[config.mk]
export PLATFORM = sky130hd
export DESIGN_NAME = muldiv_ctrl_flat
export DESIGN_NICKNAME = d
export VERILOG_FILES = /design/src/rtl/muldiv_pkg.sv /design/src/rtl/muldiv_ctrl_if.sv /design/src/rtl/muldiv_ctrl_div_iter.sv /design/src/rtl/muldiv_ctrl.sv /design/src/flat_wrapper.sv
export SDC_FILE = /design/constraint.sdc
export NUM_CORES = 2
export LEC_CHECK = 0
export CAP_MARGIN = 20
export CORE_MARGIN = 2
export CORE_UTILIZATION = 40
export CTS_CLUSTER_DIAMETER = 60
export DETAILED_ROUTE_END_ITERATION = 7
export GPL_TIMING_DRIVEN = 0
export SYNTH_ARGS = -nofsm -noshare
export SYNTH_HDL_FRONTEND = slang
export SYNTH_SLANG_ARGS = --single-unit
[constraint.sdc]
create_clock -name clk -period 28.8 [get_ports clk]
set_input_delay 2.88 -clock clk [delete_from_list [all_inputs] [get_ports clk]]
set_output_delay 2.88 -clock clk [all_outputs]
set_load 0.05 [all_outputs]
[src/rtl/muldiv_pkg.sv]
// Shared constants and helpers for the multiply/divide sequencing controller.
// The op-bit indices match the one-hot req_op layout presented by EX.
package muldiv_pkg;

   localparam int OP_MULT  = 0;
   localparam int OP_MULTU = 1;
   localparam int OP_DIV   = 2;
   localparam int OP_DIVU  = 3;
   localparam int OP_MFHI  = 4;
   localparam int OP_MFLO  = 5;
   localparam int OP_MTHI  = 6;
   localparam int OP_MTLO  = 7;

   typedef logic [1:0] state_t;
   localparam state_t ST_IDLE = 2'd0;
   localparam state_t ST_MUL  = 2'd1;
   localparam state_t ST_DIV  = 2'd2;
   localparam state_t ST_FIN  = 2'd3;

   localparam logic [31:0] DIV_BY_ZERO_Q = 32'hFFFF_FFFF;

   typedef enum logic [2:0] {
      SEL_NONE, SEL_DIV, SEL_DIVU, SEL_MULT, SEL_MULTU, SEL_MTHI, SEL_MTLO
   } op_sel_e;

   // mfhi/mflo have no side effects, so they decode to SEL_NONE.
   function automatic op_sel_e decode_op(input logic [7:0] op);
      if (op[OP_DIV])   return SEL_DIV;
      if (op[OP_DIVU])  return SEL_DIVU;
      if (op[OP_MULT])  return SEL_MULT;
      if (op[OP_MULTU]) return SEL_MULTU;
      if (op[OP_MTHI])  return SEL_MTHI;
      if (op[OP_MTLO])  return SEL_MTLO;
      return SEL_NONE;
   endfunction

   function automatic logic [31:0] abs32(input logic [31:0] v);
      return v[31] ? (~v + 32'd1) : v;
   endfunction

endpackage

[src/rtl/muldiv_ctrl_if.sv]
// EX-stage request/response bundle for the multiply/divide controller.
// valid/ready: an operation is accepted on a rising edge where req_valid and req_ready are both high.
interface muldiv_ctrl_if;
   import muldiv_pkg::*;

   logic        req_valid;
   logic [7:0]  req_op;
   logic [31:0] src1;
   logic [31:0] src2;
   logic        req_ready;
   logic        ex_stop;
   logic        flush;
   logic [31:0] rd_data;
   logic        busy;
   logic        done;
   logic [31:0] hi;
   logic [31:0] lo;
   state_t      dbg_state;

   modport master (
      output req_valid, req_op, src1, src2, ex_stop, flush,
      input  req_ready, rd_data, busy, done, hi, lo, dbg_state
   );

   modport slave (
      input  req_valid, req_op, src1, src2, ex_stop, flush,
      output req_ready, rd_data, busy, done, hi, lo, dbg_state
   );
endinterface

[src/rtl/muldiv_ctrl_div_iter.sv]
// Unsigned restoring divider, one quotient bit per cycle for ITER cycles.
// Sign handling and divide-by-zero results are applied by the controller.
module div_iter #(
   parameter int W    = 32,
   parameter int ITER = 32
) (
   input  logic         clk,
   input  logic         rst,
   input  logic         start,
   input  logic         abort,
   input  logic [W-1:0] a,
   input  logic [W-1:0] b,
   output logic         busy,
   output logic [W-1:0] q,
   output logic [W-1:0] r
);
   localparam int CW = $clog2(ITER + 1);

   logic [CW-1:0] cnt_q;
   logic [W-1:0]  q_q;
   logic [W-1:0]  r_q;
   logic [W-1:0]  b_q;
   logic [W:0]    rem_sh;
   logic [W:0]    diff;

   // Partial remainder never exceeds 2*b-1, so diff[W] is a clean borrow flag.
   assign rem_sh = {r_q, q_q[W-1]};
   assign diff   = rem_sh - {1'b0, b_q};

   always_ff @(posedge clk or posedge rst) begin
      if (rst) begin
         cnt_q <= '0;
         q_q   <= '0;
         r_q   <= '0;
         b_q   <= '0;
      end else if (abort) begin
         cnt_q <= '0;
      end else if (start) begin
         cnt_q <= CW'(ITER);
         q_q   <= a;
         r_q   <= '0;
         b_q   <= b;
      end else if (cnt_q != '0) begin
         cnt_q <= cnt_q - CW'(1);
         if (!diff[W]) begin
            r_q <= diff[W-1:0];
            q_q <= {q_q[W-2:0], 1'b1};
         end else begin
            r_q <= rem_sh[W-1:0];
            q_q <= {q_q[W-2:0], 1'b0};
         end
      end
   end

   assign busy = (cnt_q != '0);
   assign q    = q_q;
   assign r    = r_q;
endmodule

[src/rtl/muldiv_ctrl.sv]
// Multiply/divide sequencer owning HI/LO: fixed-latency multiplier pipeline,
// iterative divider, flush abort and exception-shadow write suppression.
module muldiv_ctrl
   import muldiv_pkg::*;
#(
   parameter int MUL_LAT  = 2,
   parameter int DIV_ITER = 32
) (
   input  logic        clk,
   input  logic        reset,
   muldiv_ctrl_if.slave bus
);
   localparam int CNT_MAX = (MUL_LAT > DIV_ITER) ? MUL_LAT : DIV_ITER;
   localparam int CNT_W   = $clog2(CNT_MAX + 1);

   state_t           state_q, state_d;
   logic [CNT_W-1:0] cnt_q, cnt_d;
   logic             kill_q, kill_d;
   logic [31:0]      hi_q, hi_d;
   logic [31:0]      lo_q, lo_d;
   logic             is_div_q, qneg_q, rneg_q, dbz_q;
   logic [31:0]      dsrc1_q;
   logic [63:0]      pipe_q [MUL_LAT];

   op_sel_e     sel;
   logic        accept;
   logic        mul_start;
   logic        div_start;
   logic        div_signed;
   logic [63:0] mul_a;
   logic [63:0] mul_b;
   logic [63:0] mul_prod;
   logic        div_busy;
   logic [31:0] div_q;
   logic [31:0] div_r;
   logic [31:0] div_a;
   logic [31:0] div_b;
   logic [31:0] res_hi;
   logic [31:0] res_lo;

   assign sel        = decode_op(bus.req_op);
   assign accept     = bus.req_valid && (state_q == ST_IDLE) && !bus.flush && (sel != SEL_NONE);
   assign mul_start  = accept && ((sel == SEL_MULT) || (sel == SEL_MULTU));
   assign div_start  = accept && ((sel == SEL_DIV) || (sel == SEL_DIVU));
   assign div_signed = (sel == SEL_DIV);

   // Extending to 64 bits is equivalent to the 33-bit signed multiply for the low 64 product bits.
   assign mul_a    = (sel == SEL_MULT) ? {{32{bus.src1[31]}}, bus.src1} : {32'd0, bus.src1};
   assign mul_b    = (sel == SEL_MULT) ? {{32{bus.src2[31]}}, bus.src2} : {32'd0, bus.src2};
   assign mul_prod = mul_a * mul_b;

   assign div_a = div_signed ? abs32(bus.src1) : bus.src1;
   assign div_b = div_signed ? abs32(bus.src2) : bus.src2;

   div_iter #(.W(32), .ITER(DIV_ITER)) u_div (
      .clk   (clk),
      .rst   (reset),
      .start (div_start),
      .abort (bus.flush),
      .a     (div_a),
      .b     (div_b),
      .busy  (div_busy),
      .q     (div_q),
      .r     (div_r)
   );

   always_comb begin
      res_lo = qneg_q ? (~div_q + 32'd1) : div_q;
      res_hi = rneg_q ? (~div_r + 32'd1) : div_r;
      if (dbz_q) begin
         res_lo = DIV_BY_ZERO_Q;
         res_hi = dsrc1_q;
      end
   end

   always_comb begin
      state_d = state_q;
      cnt_d   = cnt_q;
      kill_d  = kill_q;
      case (state_q)
         ST_IDLE: begin
            if (mul_start) begin
               state_d = ST_MUL;
               cnt_d   = CNT_W'(MUL_LAT - 1);
               kill_d  = bus.ex_stop;
            end else if (div_start) begin
               state_d = ST_DIV;
               cnt_d   = CNT_W'(DIV_ITER - 1);
               kill_d  = bus.ex_stop;
            end
         end
         ST_MUL: begin
            if (cnt_q == '0) state_d = ST_FIN;
            else             cnt_d   = cnt_q - CNT_W'(1);
         end
         ST_DIV: begin
            if ((cnt_q == '0) || !div_busy) state_d = ST_FIN;
            else                            cnt_d   = cnt_q - CNT_W'(1);
         end
         ST_FIN:  state_d = ST_IDLE;
         default: state_d = ST_IDLE;
      endcase
      if (bus.flush) begin
         state_d = ST_IDLE;
         cnt_d   = '0;
         kill_d  = 1'b0;
      end
   end

   // A flush or exception shadow in FIN still blocks the write even though done is visible.
   always_comb begin
      hi_d = hi_q;
      lo_d = lo_q;
      if (accept && (sel == SEL_MTHI) && !bus.ex_stop) hi_d = bus.src1;
      if (accept && (sel == SEL_MTLO) && !bus.ex_stop) lo_d = bus.src1;
      if ((state_q == ST_FIN) && !kill_q && !bus.ex_stop && !bus.flush) begin
         if (is_div_q) begin
            hi_d = res_hi;
            lo_d = res_lo;
         end else begin
            hi_d = pipe_q[MUL_LAT-1][63:32];
            lo_d = pipe_q[MUL_LAT-1][31:0];
         end
      end
   end

   always_ff @(posedge clk or posedge reset) begin
      if (reset) begin
         state_q <= ST_IDLE;
         cnt_q   <= '0;
         kill_q  <= 1'b0;
         hi_q    <= '0;
         lo_q    <= '0;
      end else begin
         state_q <= state_d;
         cnt_q   <= cnt_d;
         kill_q  <= kill_d;
         hi_q    <= hi_d;
         lo_q    <= lo_d;
      end
   end

   always_ff @(posedge clk or posedge reset) begin
      if (reset) begin
         is_div_q <= 1'b0;
         qneg_q   <= 1'b0;
         rneg_q   <= 1'b0;
         dbz_q    <= 1'b0;
         dsrc1_q  <= '0;
      end else if (div_start) begin
         is_div_q <= 1'b1;
         qneg_q   <= div_signed && (bus.src1[31] ^ bus.src2[31]);
         rneg_q   <= div_signed && bus.src1[31];
         dbz_q    <= (bus.src2 == 32'd0);
         dsrc1_q  <= bus.src1;
      end else if (mul_start) begin
         is_div_q <= 1'b0;
      end
   end

   // Stage 0 holds its product until the next multiply so the last stage stays valid in FIN.
   always_ff @(posedge clk or posedge reset) begin
      if (reset) begin
         for (int i = 0; i < MUL_LAT; i++) pipe_q[i] <= '0;
      end else begin
         if (mul_start) pipe_q[0] <= mul_prod;
         for (int i = 1; i < MUL_LAT; i++) pipe_q[i] <= pipe_q[i-1];
      end
   end

   assign bus.req_ready = (state_q == ST_IDLE);
   assign bus.busy      = (state_q != ST_IDLE);
   assign bus.done      = (state_q == ST_FIN);
   assign bus.hi        = hi_q;
   assign bus.lo        = lo_q;
   assign bus.dbg_state = state_q;
   assign bus.rd_data   = bus.req_op[OP_MFHI] ? hi_q :
                          bus.req_op[OP_MFLO] ? lo_q : 32'd0;
endmodule

[src/flat_wrapper.sv]
// flat-port wrapper written by rule: the top's interface ports become plain ports
module muldiv_ctrl_flat import muldiv_pkg::*;
#(
   parameter int MUL_LAT  = 2,
   parameter int DIV_ITER = 32
)
  (clk, reset, bus_req_valid, bus_req_op, bus_src1, bus_src2, bus_ex_stop, bus_flush, bus_req_ready, bus_rd_data, bus_busy, bus_done, bus_hi, bus_lo, bus_dbg_state);
  muldiv_ctrl_if bus_i ();
  input  logic clk;
  input  logic reset;
  input wire logic [$bits(bus_i.req_valid)-1:0] bus_req_valid;
  input wire logic [$bits(bus_i.req_op)-1:0] bus_req_op;
  input wire logic [$bits(bus_i.src1)-1:0] bus_src1;
  input wire logic [$bits(bus_i.src2)-1:0] bus_src2;
  input wire logic [$bits(bus_i.ex_stop)-1:0] bus_ex_stop;
  input wire logic [$bits(bus_i.flush)-1:0] bus_flush;
  output wire logic [$bits(bus_i.req_ready)-1:0] bus_req_ready;
  output wire logic [$bits(bus_i.rd_data)-1:0] bus_rd_data;
  output wire logic [$bits(bus_i.busy)-1:0] bus_busy;
  output wire logic [$bits(bus_i.done)-1:0] bus_done;
  output wire logic [$bits(bus_i.hi)-1:0] bus_hi;
  output wire logic [$bits(bus_i.lo)-1:0] bus_lo;
  output wire logic [$bits(bus_i.dbg_state)-1:0] bus_dbg_state;
  assign bus_i.req_valid = bus_req_valid;
  assign bus_i.req_op = bus_req_op;
  assign bus_i.src1 = bus_src1;
  assign bus_i.src2 = bus_src2;
  assign bus_i.ex_stop = bus_ex_stop;
  assign bus_i.flush = bus_flush;
  assign bus_req_ready = bus_i.req_ready;
  assign bus_rd_data = bus_i.rd_data;
  assign bus_busy = bus_i.busy;
  assign bus_done = bus_i.done;
  assign bus_hi = bus_i.hi;
  assign bus_lo = bus_i.lo;
  assign bus_dbg_state = bus_i.dbg_state;
  muldiv_ctrl #(.MUL_LAT(MUL_LAT), .DIV_ITER(DIV_ITER)) u_core (.clk(clk), .reset(reset), .bus(bus_i));
endmodule
Word level (Yosys, flattened, before mapping) --
Index checks and enable logic that the tools add are counted.
Storage, ports and cells: register bits after elaboration 339, bits of input ports 77, output and inout bits 101
Cells by class: add/subtract/negate cells 7, $mul 1, eq/ne operators 14, muxes and demuxes 79, bitwise gates (word level) 6, reduce and logical (&&, ||, !) cells 40
Operators with widths (number):
- $mux W32 | 21
- $add A32 B1 Y32 const B | 4
- $mux W64 | 2
- $not A32 Y32 | 4
- $mul A64 B64 Y64 | 1
- $mux W6 | 8
- $mux W3 | 13
- $sub A33 B32 Y33 | 1
- $logic_not A32 Y1 | 1
- $mux W1 | 28
- $pmux W6 S3 | 1
- $logic_and A1 B1 Y1 | 14
- $reduce_bool A2 Y1 | 6
- $sub A6 B1 Y6 const B | 2
- $mux W2 | 5
- $eq A3 B3 Y1 const B | 3
- $reduce_bool A3 Y1 | 3
- $pmux W2 S4 | 1
- $eq A3 B2 Y1 const B | 2
- $logic_not A6 Y1 | 1
- $ne A3 B2 Y1 const B | 2
- $ne A3 B3 Y1 const B | 2
- $reduce_and A2 Y1 | 3
- $reduce_bool A6 Y1 | 1
- other kinds (12) | 18

Depth between registers and ports, before layout --
word-level depth 29, mapped depth 37, depth with buffers taken out 34

Cells and area by module --
Synthesis repeated with hierarchy kept, for this count alone.
Second synthesis, totals: cell total of the unflattened synthesis 7265, area, all modules 66222.3 µm²
By module, submodules not included:
- muldiv_ctrl | times used 1, cells each 6513, area each 59657.2 µm², seq. area each 5930.7 µm²
- div_iter | times used 1, cells each 752, area each 6565.0 µm², seq. area each 2552.4 µm²

Worst setup path after synthesis --
Ideal clock, no wire load.
kind input -> register, start point in bus_req_op[3], end point reg u_core.pipe_q[127] (netlist name), library setup time 0.087 ns, data arrival time 11.645 ns, data required time 28.713 ns, setup slack 17.068 ns, stages on the path 30, path through nor2_1 -> and3_1 -> clkbuf_1 -> clkbuf_1 -> nand2_1 -> fa_1 -> inv_1 -> fa_1 -> fa_1 -> inv_1 -> fa_1 -> inv_1 -> fa_1 -> fa_1 -> fa_1 -> fa_1 -> fa_1 -> inv_1 -> fa_1 -> inv_1 -> ha_1 -> a21o_1 -> a21oi_1 -> o21bai_1 -> a21o_1 -> a21o_1 -> a21oi_1 -> nor2_1 -> or4_1 -> o211ai_1
Between the ends: word-level cells in the longest chain between the ends 15
Ends and longest elaborated chain:
- start: declaration | RTL line flat_wrapper.sv:12 | input wire logic [$bits(bus_i.req_op)-1:0] bus_req_op;
- $mux W3 (2 in a row) | RTL line muldiv_pkg.sv:29 | if (op[OP_DIVU]) return SEL_DIVU;
- $mux W3 | RTL line muldiv_pkg.sv:30 | if (op[OP_MULT]) return SEL_MULT;
- $mux W3 | RTL line muldiv_pkg.sv:31 | if (op[OP_MULTU]) return SEL_MULTU;
- $mux W3 | RTL line muldiv_pkg.sv:32 | if (op[OP_MTHI]) return SEL_MTHI;
- $mux W3 | RTL line muldiv_pkg.sv:33 | if (op[OP_MTLO]) return SEL_MTLO;
- $mux W3 | RTL line muldiv_pkg.sv:34 | return SEL_NONE;
- $mux W3 | RTL line muldiv_pkg.sv:33
- $mux W3 | RTL line muldiv_pkg.sv:32
- $mux W3 | RTL line muldiv_pkg.sv:31
- $mux W3 * | RTL line muldiv_pkg.sv:30
- $mux W3 * | RTL line muldiv_pkg.sv:29
- $eq A3 B2 Y1 (tied with other cells) | RTL line muldiv_ctrl.sv:43, muldiv_ctrl.sv:48, muldiv_ctrl.sv:49
- $mux W64 (tied with other cells) | RTL line muldiv_ctrl.sv:48 | assign mul_a = (sel == SEL_MULT) ? {{32{bus.src1[31]}}, bus.src1} : {32'd0, bus.src1};
- $mul A64 B64 Y64 or $logic_and A1 B1 Y1 (tied branches) | RTL line muldiv_ctrl.sv:50, muldiv_ctrl.sv:43
- end: declaration | RTL line muldiv_ctrl.sv:23 | logic [63:0] pipe_q [MUL_LAT];
Every way passes the cells marked *; elsewhere a longest branch is shown, timed or not. The select of a mux whose other input is x is not followed. A chain may end at the register's enable or synchronous reset.

Worst setup path in the final report --
Same ends and word-level chain as after synthesis.

==> metrics <==
Die Span X 410 um; Detail Route Antenna Nets 0; Synth warnings 0; Final min period 14470 ps; DR DRC count 0; H-tree depth 1; final net count 9350; worst path arrival time 14980 ps; final WL 268000 um; WS Path Type in -> reg; clk slew on worst S/H paths 80 ps; Least-Margin Pin Slew 1280 ps; WP data required 29310 ps; CTS Buffer Depth 3; r2r endpoint u_core.u_div.r[0]$_DFFE_PP0P_; Crit path top cell by count fa_1; Max stage delay on crit path 890 ps; DR iter-0 viols 5281; number of port buffers 142; mapped cell area 66100 um^2; share of layout cells above drive strength 1 0.0193; die height 410 um; HP Class reg -> reg; Rel. slew slack 0.146; Reg2Reg Launch Point u_core.u_div.q[31]$_DFFE_PP0P_; gr usage total 0.320; Mapped Cells 7290; Clock Skew 12.6 ps; Core Area 164000 um^2; Worst R2R Path Depth 14; Hold Path Depth 0; DIE AREA 168000 um^2; vias 52600; I/O Pins 178; hold wc startpoint u_core.pipe_q[67]$_DFFE_PP0P_; Synth area leaders fa_1 43%, dfrtp_1 13%, inv_1 9.3%; initial antenna violation count 30; RD Place Congestion 1.00; Worst Setup Start Kind input port; synth cell count leaders 1646 x inv_1, 1420 x fa_1, 1171 x nand2_1; CTS Buf Count 29; TritonRoute pass-1 iters 8; CTS tree built; Post-CTS Setup Repair Bufs 0; crit share post-route 0.502; final hold vios 0; Crit-path slowest cell fa_1; number of cell rows 149; Hold Path End u_core.pipe_q[3]$_DFF_PP0_; post-synthesis register bit count 339; Non-Filler Instances 9740; final setup violation count 0; Max Cap Viol 0; Synth Net Count 9139; fin. max-slew vios 0; ys flop type dfrtp_1; area leader, netlist fa_1; Peak Freq 69.1 MHz; clk_lat worst skew 600 ps; CTS sink cnt 339; Initial Utilization 0.402; CTS resizes 0; crit path max fanout 10; dpl cells 9658; EDFF count, synth 0; global route total overflow 0; Filler cells 16200; Netlist cell types 75; largest net degree at the start of global routing 130; cts hold-fix bufs 0; root buffer cell clkbuf_16; syn_area_per_cell 9.07 um^2; Worst R2R Setup Slack 24090 ps; final setup TNS 0 ps; DP Wirelength 229000 um; post-DR wirelength/cell 27.5 um; most frequent cell after synthesis inv_1; vias in the first global route 55200; status finished, final reports clean; RSZ-0062 raised after global routing no; area share of the largest cell type after synthesis 0.430; first-pass GRT wire length 387000 um; CP Capture Type flip-flop; Area growth syn-to-layout 9.06%; Avg Vias per Cell 5.40; sequential element share of the synthesized area 0.128; Synth async-reset ratio 1.00
==> cells by family (layout without fill, tap and decap cells) <==
| group | after synthesis | after routing | share of synthesized area |
|---|---|---|---|
| compound gates | 849 | 849 | 0.0801 |
| simple gates | 1949 | 1949 | 0.134 |
| fa+ha+maj | 1773 | 1773 | 0.497 |
| buf+inv | 2063 | 2295 | 0.117 |
| mux | 65 | 65 | 0.00990 |
| xor+xnor | 252 | 252 | 0.0334 |
| flops | 339 | 339 | 0.128 |
| other cells | 0 | 29 | 0 |
==> stage by stage <==
step | hold slack [ps] | worst slack (ps) | util | area, um^2
global placement | 358 | 12090 | 0.427 | 70200
detailed placement | 360 | 13820 | 0.431 | 70900
floorplan | 349 | 16530 | - | 66100
CTS | 368 | 14460 | 0.438 | 72000
global route | 373 | 14030 | 0.438 | 72000
finish | 368 | 14330 | 0.438 | 72100
==> worst max-delay path: cells and delay by family <==
family	cells	cell delay (ps)
compound gates	6	980
fa+ha+maj	11	6180
buf+inv	9	2880
simple gates	5	2000
==> routing by layer <==
| layer | GRT usage | vias up | part of all wire |
|---|---|---|---|
| li1 | - | 22300 | - |
| met1 | 0.412 | 26900 | 0.39 |
| met2 | 0.512 | 2750 | 0.45 |
| met3 | 0.0590 | 583 | 0.091 |
| met4 | 0.175 | 12 | 0.066 |
| met5 | 0 | - | 0.00034 |
==> state kept, by name, summed over array words and instances, names as in the netlist, 2 cells and up <==
signal                cells
u_core.bus.lo            32
u_core.bus.hi            32
u_core.cnt_q              6
u_core.bus.dbg_state      2
u_core.pipe_q           128
u_core.u_div.cnt_q        6
u_core.u_div.q           32
u_core.u_div.b_q         32
u_core.u_div.r           32
u_core.dsrc1_q           32
==> cells in the final DEF (no fill, tap or decap), drive strengths merged, types with 33 or more instances in the layout <==
master         instances
xor2                  95
nand2               1171
clkbuf               389
ha                   352
and2                 367
nor2b                 37
clkdlybuf4s50        142
buf                   98
fa                  1420
o21ai                292
a21oi                189
a21o                  48
a211oi                45
dfrtp                339
inv                 1648
nand3                 39
xnor2                157
nor3                  33
mux2i                 62
a31oi                 49
o31ai                 39
nor2                 162
==> cell type report <==
type,instances,area [um^2],area share
Antenna cell,29,72.6,0.00101
Buffer,416,1600,0.0222
Clock buffer,33,751,0.0104
Clock inverter,19,294,0.00408
Inverter,1647,6190,0.0859
Multi-Input combinational cell,4888,49900,0.692
Sequential cell,339,8480,0.118
Tap cell,2189,2740,0.0380
Timing Repair Buffer,180,2070,0.0288
==> worst max path at each step <==
| stage | start | end | slack (ps) | cells after the start |
|---|---|---|---|---|
| floorplan | reset | u_core.bus.dbg_state[0]$_DFFE_PP0P_ | 16530 | 1 |
| global placement | reset | u_core.pipe_q[13]$_DFF_PP0_ | 12090 | 2 |
| detailed placement | bus_req_op[3] | u_core.pipe_q[127]$_DFFE_PP0P_ | 13820 | 31 |
| CTS | bus_req_op[3] | u_core.pipe_q[127]$_DFFE_PP0P_ | 14460 | 31 |
| global route | bus_req_op[3] | u_core.pipe_q[127]$_DFFE_PP0P_ | 14030 | 31 |
| finish | bus_req_op[3] | u_core.pipe_q[127]$_DFFE_PP0P_ | 14330 | 31 |
Power is not shown: default switching activity piles up to over one toggle a cycle in this logic, so the estimate is an artifact.
